**src/rtl/number_pkg.sv**
```systemverilog
// number_pkg: shared types and constants for the number-analysis serial transmitter.
package number_pkg;

    localparam int WIDTH = 32;
    localparam logic IDLE_LEVEL = 1'b1;
    localparam logic START_LEVEL = 1'b0;

    typedef enum logic [2:0] {IDLE, START, DATA, PARITY, STOP} tx_state_t;

endpackage

```
**src/rtl/number_serial_tx_bit_timer.sv**
```systemverilog
// tx_bit_timer: divides the clock into line-bit periods, strobing on the last cycle of each.
module tx_bit_timer #(
    parameter int BIT_CYCLES = 4
) (
    input  logic clk,
    input  logic rst_n,
    input  logic run_i,
    input  logic load_i,
    output logic bit_tick_o
);

    localparam int CW = BIT_CYCLES > 1 ? $clog2(BIT_CYCLES) : 1;

    logic [CW-1:0] cnt_q, cnt_d;

    assign bit_tick_o = run_i && cnt_q == CW'(BIT_CYCLES - 1);
    assign cnt_d = (load_i || !run_i || bit_tick_o) ? '0 : cnt_q + 1'b1;

    always_ff @(posedge clk or negedge rst_n)
        if (!rst_n) cnt_q <= '0;
        else        cnt_q <= cnt_d;

endmodule

```
**src/rtl/number_serial_tx.sv**
```systemverilog
// number_serial_tx: frames 32-bit operands LSB-first with start, even-parity and stop bits,
// behind a one-word holding register so frames can run back-to-back.
module number_serial_tx #(
    parameter int WIDTH      = number_pkg::WIDTH,
    parameter int BIT_CYCLES = 4
) (
    input  logic             clk,
    input  logic             rst_n,
    input  logic [WIDTH-1:0] in_data,
    input  logic             in_valid,
    output logic             in_ready,
    output logic             tx_line,
    output logic             tx_busy,
    output logic             tx_done,
    output logic             odd_flag
);

    import number_pkg::*;

    localparam int BW = WIDTH > 1 ? $clog2(WIDTH) : 1;

    tx_state_t        state_q;
    logic [WIDTH-1:0] hold_q, shift_q;
    logic [BW-1:0]    bit_q;
    logic             hold_full_q, parity_q, line_q, busy_q, odd_q;
    logic             tick, load, accept;

    assign accept = in_valid && !hold_full_q;
    assign load   = hold_full_q && (state_q == IDLE || (state_q == STOP && tick));

    tx_bit_timer #(.BIT_CYCLES(BIT_CYCLES)) u_timer (
        .clk        (clk),
        .rst_n      (rst_n),
        .run_i      (state_q != IDLE),
        .load_i     (load),
        .bit_tick_o (tick)
    );

    always_ff @(posedge clk or negedge rst_n) begin
        if (!rst_n) begin
            state_q     <= IDLE;
            hold_q      <= '0;
            shift_q     <= '0;
            bit_q       <= '0;
            hold_full_q <= 1'b0;
            parity_q    <= 1'b0;
            line_q      <= IDLE_LEVEL;
            busy_q      <= 1'b0;
            odd_q       <= 1'b0;
        end else begin
            if (accept) begin
                hold_q      <= in_data;
                hold_full_q <= 1'b1;
            end else if (load) begin
                hold_full_q <= 1'b0;
            end
            if (load) begin
                state_q  <= START;
                shift_q  <= hold_q;
                parity_q <= ^hold_q;
                odd_q    <= hold_q[0];
                line_q   <= START_LEVEL;
                busy_q   <= 1'b1;
                bit_q    <= '0;
            end else if (tick) begin
                case (state_q)
                    START: begin
                        state_q <= DATA;
                        line_q  <= shift_q[0];
                    end
                    DATA: begin
                        if (bit_q == BW'(WIDTH - 1)) begin
                            state_q <= PARITY;
                            line_q  <= parity_q;
                        end else begin
                            // line already shows shift_q[0]; expose the next bit as we shift
                            shift_q <= shift_q >> 1;
                            line_q  <= shift_q[1];
                            bit_q   <= bit_q + 1'b1;
                        end
                    end
                    PARITY: begin
                        state_q <= STOP;
                        line_q  <= IDLE_LEVEL;
                    end
                    STOP: begin
                        state_q <= IDLE;
                        busy_q  <= 1'b0;
                    end
                    default: state_q <= IDLE;
                endcase
            end
        end
    end

    // tx_done is decoded from registered state and timer only, never from the inputs
    assign tx_done  = state_q == STOP && tick;
    assign in_ready = !hold_full_q;
    assign tx_line  = line_q;
    assign tx_busy  = busy_q;
    assign odd_flag = odd_q;

endmodule

```
**config.mk**
```make
export PLATFORM = sky130hd
export DESIGN_NAME = number_serial_tx
export DESIGN_NICKNAME = d
export VERILOG_FILES = /design/src/rtl/number_pkg.sv /design/src/rtl/number_serial_tx_bit_timer.sv /design/src/rtl/number_serial_tx.sv
export SDC_FILE = /design/constraint.sdc
export NUM_CORES = 1
export LEC_CHECK = 0
export ABC_CLOCK_PERIOD_IN_PS = 2650
export BUFFER_PORTS_ARGS = -buffer_cell sky130_fd_sc_hd__buf_2
export CORE_MARGIN = 1
export CORE_UTILIZATION = 58
export DETAILED_ROUTE_END_ITERATION = 10
export GPL_TIMING_DRIVEN = 1
export PLACE_DENSITY = 0.79
export SLEW_MARGIN = 5
export SYNTH_ARGS = -nofsm -noshare
export SYNTH_HDL_FRONTEND = slang
export SYNTH_HIERARCHICAL = 1
export SYNTH_SLANG_ARGS = --single-unit
```
**constraint.sdc**
```tcl
create_clock -name clk -period 2.65 [get_ports clk]
set_clock_uncertainty 0.15 [all_clocks]
set_input_delay 0.53 -clock clk [delete_from_list [all_inputs] [get_ports clk]]
set_output_delay 0.53 -clock clk [all_outputs]
set_load 0.01 [all_outputs]
```
==> impl_metrics.env <==
export IMPL_timing_max_cap_violations=0
export IMPL_detail_route_wl_per_cell_um=15.0
export IMPL_cts_clk_slew_worst_paths_ps=80
export IMPL_detailed_route_iter0_violations=110
export IMPL_final_antenna_net_count=0
export IMPL_p_per_area_nw_per_um2=1370
export IMPL_path_cells="or3_1 -> and2_1 -> and3_1 -> buf_2"
export IMPL_grt_setup_unrepaired="no"
export IMPL_buffer_ports_inserted=39
export IMPL_die_w_um=80.4
export IMPL_crit_fanout=10
export IMPL_synth_enable_flop_cells=0
export IMPL_postSynthNetCount=342
export IMPL_finalWirelength_um=6380
export IMPL_synth_yosys_warnings=6
export IMPL_syn_area_per_cell_um2=11.7
export IMPL_power_clock_fraction_pct=14.6
export IMPL_hold_path_class="input port to async pin"
export IMPL_pin_count_of_the_biggest_net_entering_global_routing=44
export IMPL_p_switching_mw=1.98
export IMPL_layout_area_growth_over_synthesis_pct=12.4
export IMPL_yosysMostFrequentCell="dfrtp_1"
export IMPL_clock_tree_buffer_depth=2
export IMPL_grt_util_all_layers_pct=23.8
export IMPL_cpLargestDelayFamily="simple AND/OR/NAND/NOR gates"
export IMPL_via_count_of_the_first_global_routing_pass=2370
export IMPL_post_layout_nonfiller_instances=426
export IMPL_power_frac_comb_pct=45.1
export IMPL_tightest_slew_ps=559
export IMPL_postSynthCellCount=304
export IMPL_ys_seq_elements=79
export IMPL_global_route_usage_met2_pct=37.8
export IMPL_tritoncts="done"
export IMPL_clk_latency_ps=350
export IMPL_timing_critical_path_buf_inv=1
export IMPL_wire_length_of_the_first_global_routing_pass_um=11300
export IMPL_clock_sinks=79
export IMPL_ys_types=37
export IMPL_ctsResizeCount=0
export IMPL_synthDominantAreaCellType="dfrtp_1"
export IMPL_post_route_period_util_pct=95.7
export IMPL_coreArea_um2=5920
export IMPL_run_status="finished, final reports clean"
export IMPL_met1_usage_pct=31.4
export IMPL_ctsHoldBuffers=0
export IMPL_share_of_final_layout_standard_cells_stronger_than_drive_strength_1_pct=27.9
export IMPL_place_detailed_instances=410
export IMPL_dr_total_vias=2348
export IMPL_top_usage_layer="met2"
export IMPL_worst_path_max_delay_cell="dfrtp_1"
export IMPL_hpwl_um=4430
export IMPL_firstDrtPassIters=5
export IMPL_library_cell_used_as_clock_root_buffer="clkbuf_8"
export IMPL_initial_utilization_pct=60.2
export IMPL_die_height_um=80.4
export IMPL_number_of_antenna_violations_at_the_first_check_in_global_routing=0
export IMPL_synth_async_reset_ratio_pct=100
export IMPL_yosys_area_top_type_share_pct=54.8
export IMPL_power_frac_seq_pct=40.3
export IMPL_switching_share_pct=36.2
export IMPL_p_leak_nw=1.89
export IMPL_worst_endpoint_required_ps=1970
export IMPL_number_of_diodes=0
export IMPL_timing_setup_critical_path_class="register to primary output"
export IMPL_drc_errors_left=0
export IMPL_cts_post_setup_buffers_inserted=0
export IMPL_core_rowCount=28
export IMPL_synth_ff_type="dfrtp_1"
export IMPL_setup_total_negative_slack_ps=0
export IMPL_synth_area_top_cells="dfrtp_1 (55%), mux2_2 (10%), nand2_1 (7.0%), xnor2_1 (6.6%), a22oi_1 (6.5%)"
export IMPL_timing_final_setup_violations=0
export IMPL_yosysSeqAreaShare_pct=55.5
export IMPL_routabilityCongestion=0.874
export IMPL_slew_headroom_pct=62.7
export IMPL_hold_viol_final=0
export IMPL_die_area_um2=6460
export IMPL_grt_overflow_total=0
export IMPL_timing_final_crit_period_ps=2540
export IMPL_htree_num_levels=3
export IMPL_synthesis_area_um2=3560
export IMPL_nNetsFinal=384
export IMPL_grt_met3_usage_pct=6.02
export IMPL_final_max_slew_viol_count=0
export IMPL_worst_setup_path_start_kind="register"
export IMPL_internal_power_mw=3.50
export IMPL_timing_critical_path_arrival_ps=1860
export IMPL_cts_buffer_count=9
export IMPL_cp_end_kind="primary output"
export IMPL_clock_fmax_ghz=0.394
export IMPL_route_detailed_vias_per_inst=5.51
export IMPL_floorplan_io_pins=40
export IMPL_synthTopCellsByCount="dfrtp_1 (78), nand2_1 (66), mux2_2 (32), a22oi_1 (31), xnor2_1 (27)"
export IMPL_worst_ir_drop_vdd_uv=920
export IMPL_critical_path_max_stage_delay_ps=460
-- cell families (layout without fill, tap and decap cells) --
family,after synthesis,in the layout,synth area share [%]
simple gates,88,88,11.4
flops,79,79,55.5
compound gates,46,46,9.45
mux,35,35,11.0
xor+xnor,33,33,8.11
buf+inv,20,67,3.44
fa+ha+maj,3,3,1.05
-- per-layer routing --
metal | part of all wire (%) | up-vias
met5 | 0 | -
met4 | 2.1 | 0
met3 | 3.1 | 12
met2 | 48 | 45
met1 | 47 | 1165
li1 | - | 1126
-- final timing paths --
| kind | start | slack (ps) | endpoint | cells past startpoint |
|---|---|---|---|---|
| setup / recovery | state_q[2]$_DFFE_PN0P_ | 110 | tx_done | 4 |
| hold / removal | rst_n | 20 | hold_q[21]$_DFFE_PN0P_ | 1 |
| setup reg to reg | state_q[2]$_DFFE_PN0P_ | 220 | shift_q[22]$_DFFE_PN0P_ | 7 |
| hold reg to reg | u_timer/cnt_q[0]$_DFF_PN0_ | 330 | u_timer/cnt_q[0]$_DFF_PN0_ | 1 |
| max in group asynchronous | rst_n | 1740 | shift_q[4]$_DFFE_PN0P_ | 2 |
| min in group clk | in_data[5] | 250 | hold_q[5]$_DFFE_PN0P_ | 2 |
-- placed cells by master, fill, tap and decap left out, drive strengths merged, types with 2 or more instances in the layout --
master,netlist,layout
clkbuf,3,15
nor3,2,2
a22oi,31,31
nor2,7,7
buf,13,47
a21oi,5,5
ha,3,3
nand2,66,66
inv,4,4
mux2,34,34
xor2,6,6
a22o,3,3
and3,3,3
dfrtp,78,78
xnor2,27,27
nor2b,2,2
nand2b,2,2
-- power groups by stage --
stage	clock (mW)	combinational, mW	sequential (mW)
3_3_place_gp	0	2.39	2.22
3_5_place_dp	0	2.48	2.23
5_1_grt	0.860	2.78	2.29
4_1_cts	0.812	2.49	2.21
6_report	0.799	2.47	2.21
2_1_floorplan	0	2.11	2.10
-- state kept, by name, summed over array words and instances, names as in the netlist --
| register | cells |
|---|---|
| bit_q | 5 |
| hold_full_q | 1 |
| hold_q | 32 |
| tx_busy | 1 |
| tx_line | 1 |
| shift_q | 32 |
| state_q | 3 |
| odd_flag | 1 |
| u_timer/cnt_q | 2 |
| parity_q | 1 |
-- stage by stage --
step / hold WS [ps] / total power, mW / area, um2 / setup WS (ps) / util (%)
floorplan: 84.4 / 4.21 / 3560 / 432 / -
global placement: 303 / 4.62 / 3830 / 354 / 64.8
detailed placement: 314 / 4.71 / 3830 / 264 / 64.8
CTS: 34.0 / 5.52 / 4010 / 118 / 67.6
global route: 58.1 / 5.93 / 4010 / 5.28 / 67.6
finish: 20.1 / 5.48 / 4010 / 114 / 67.6
-- cell type report --
type                    instances  area [um2]
clock buffers                  15         166
well taps                      75        93.8
multi-input cells             205        1460
fillers                       458        1920
clock inverters                 1        5.00
inverters                       4        15.0
flip-flops and latches         79        1980
repair buffers                 47         283
(Power assumes the default switching activity.)
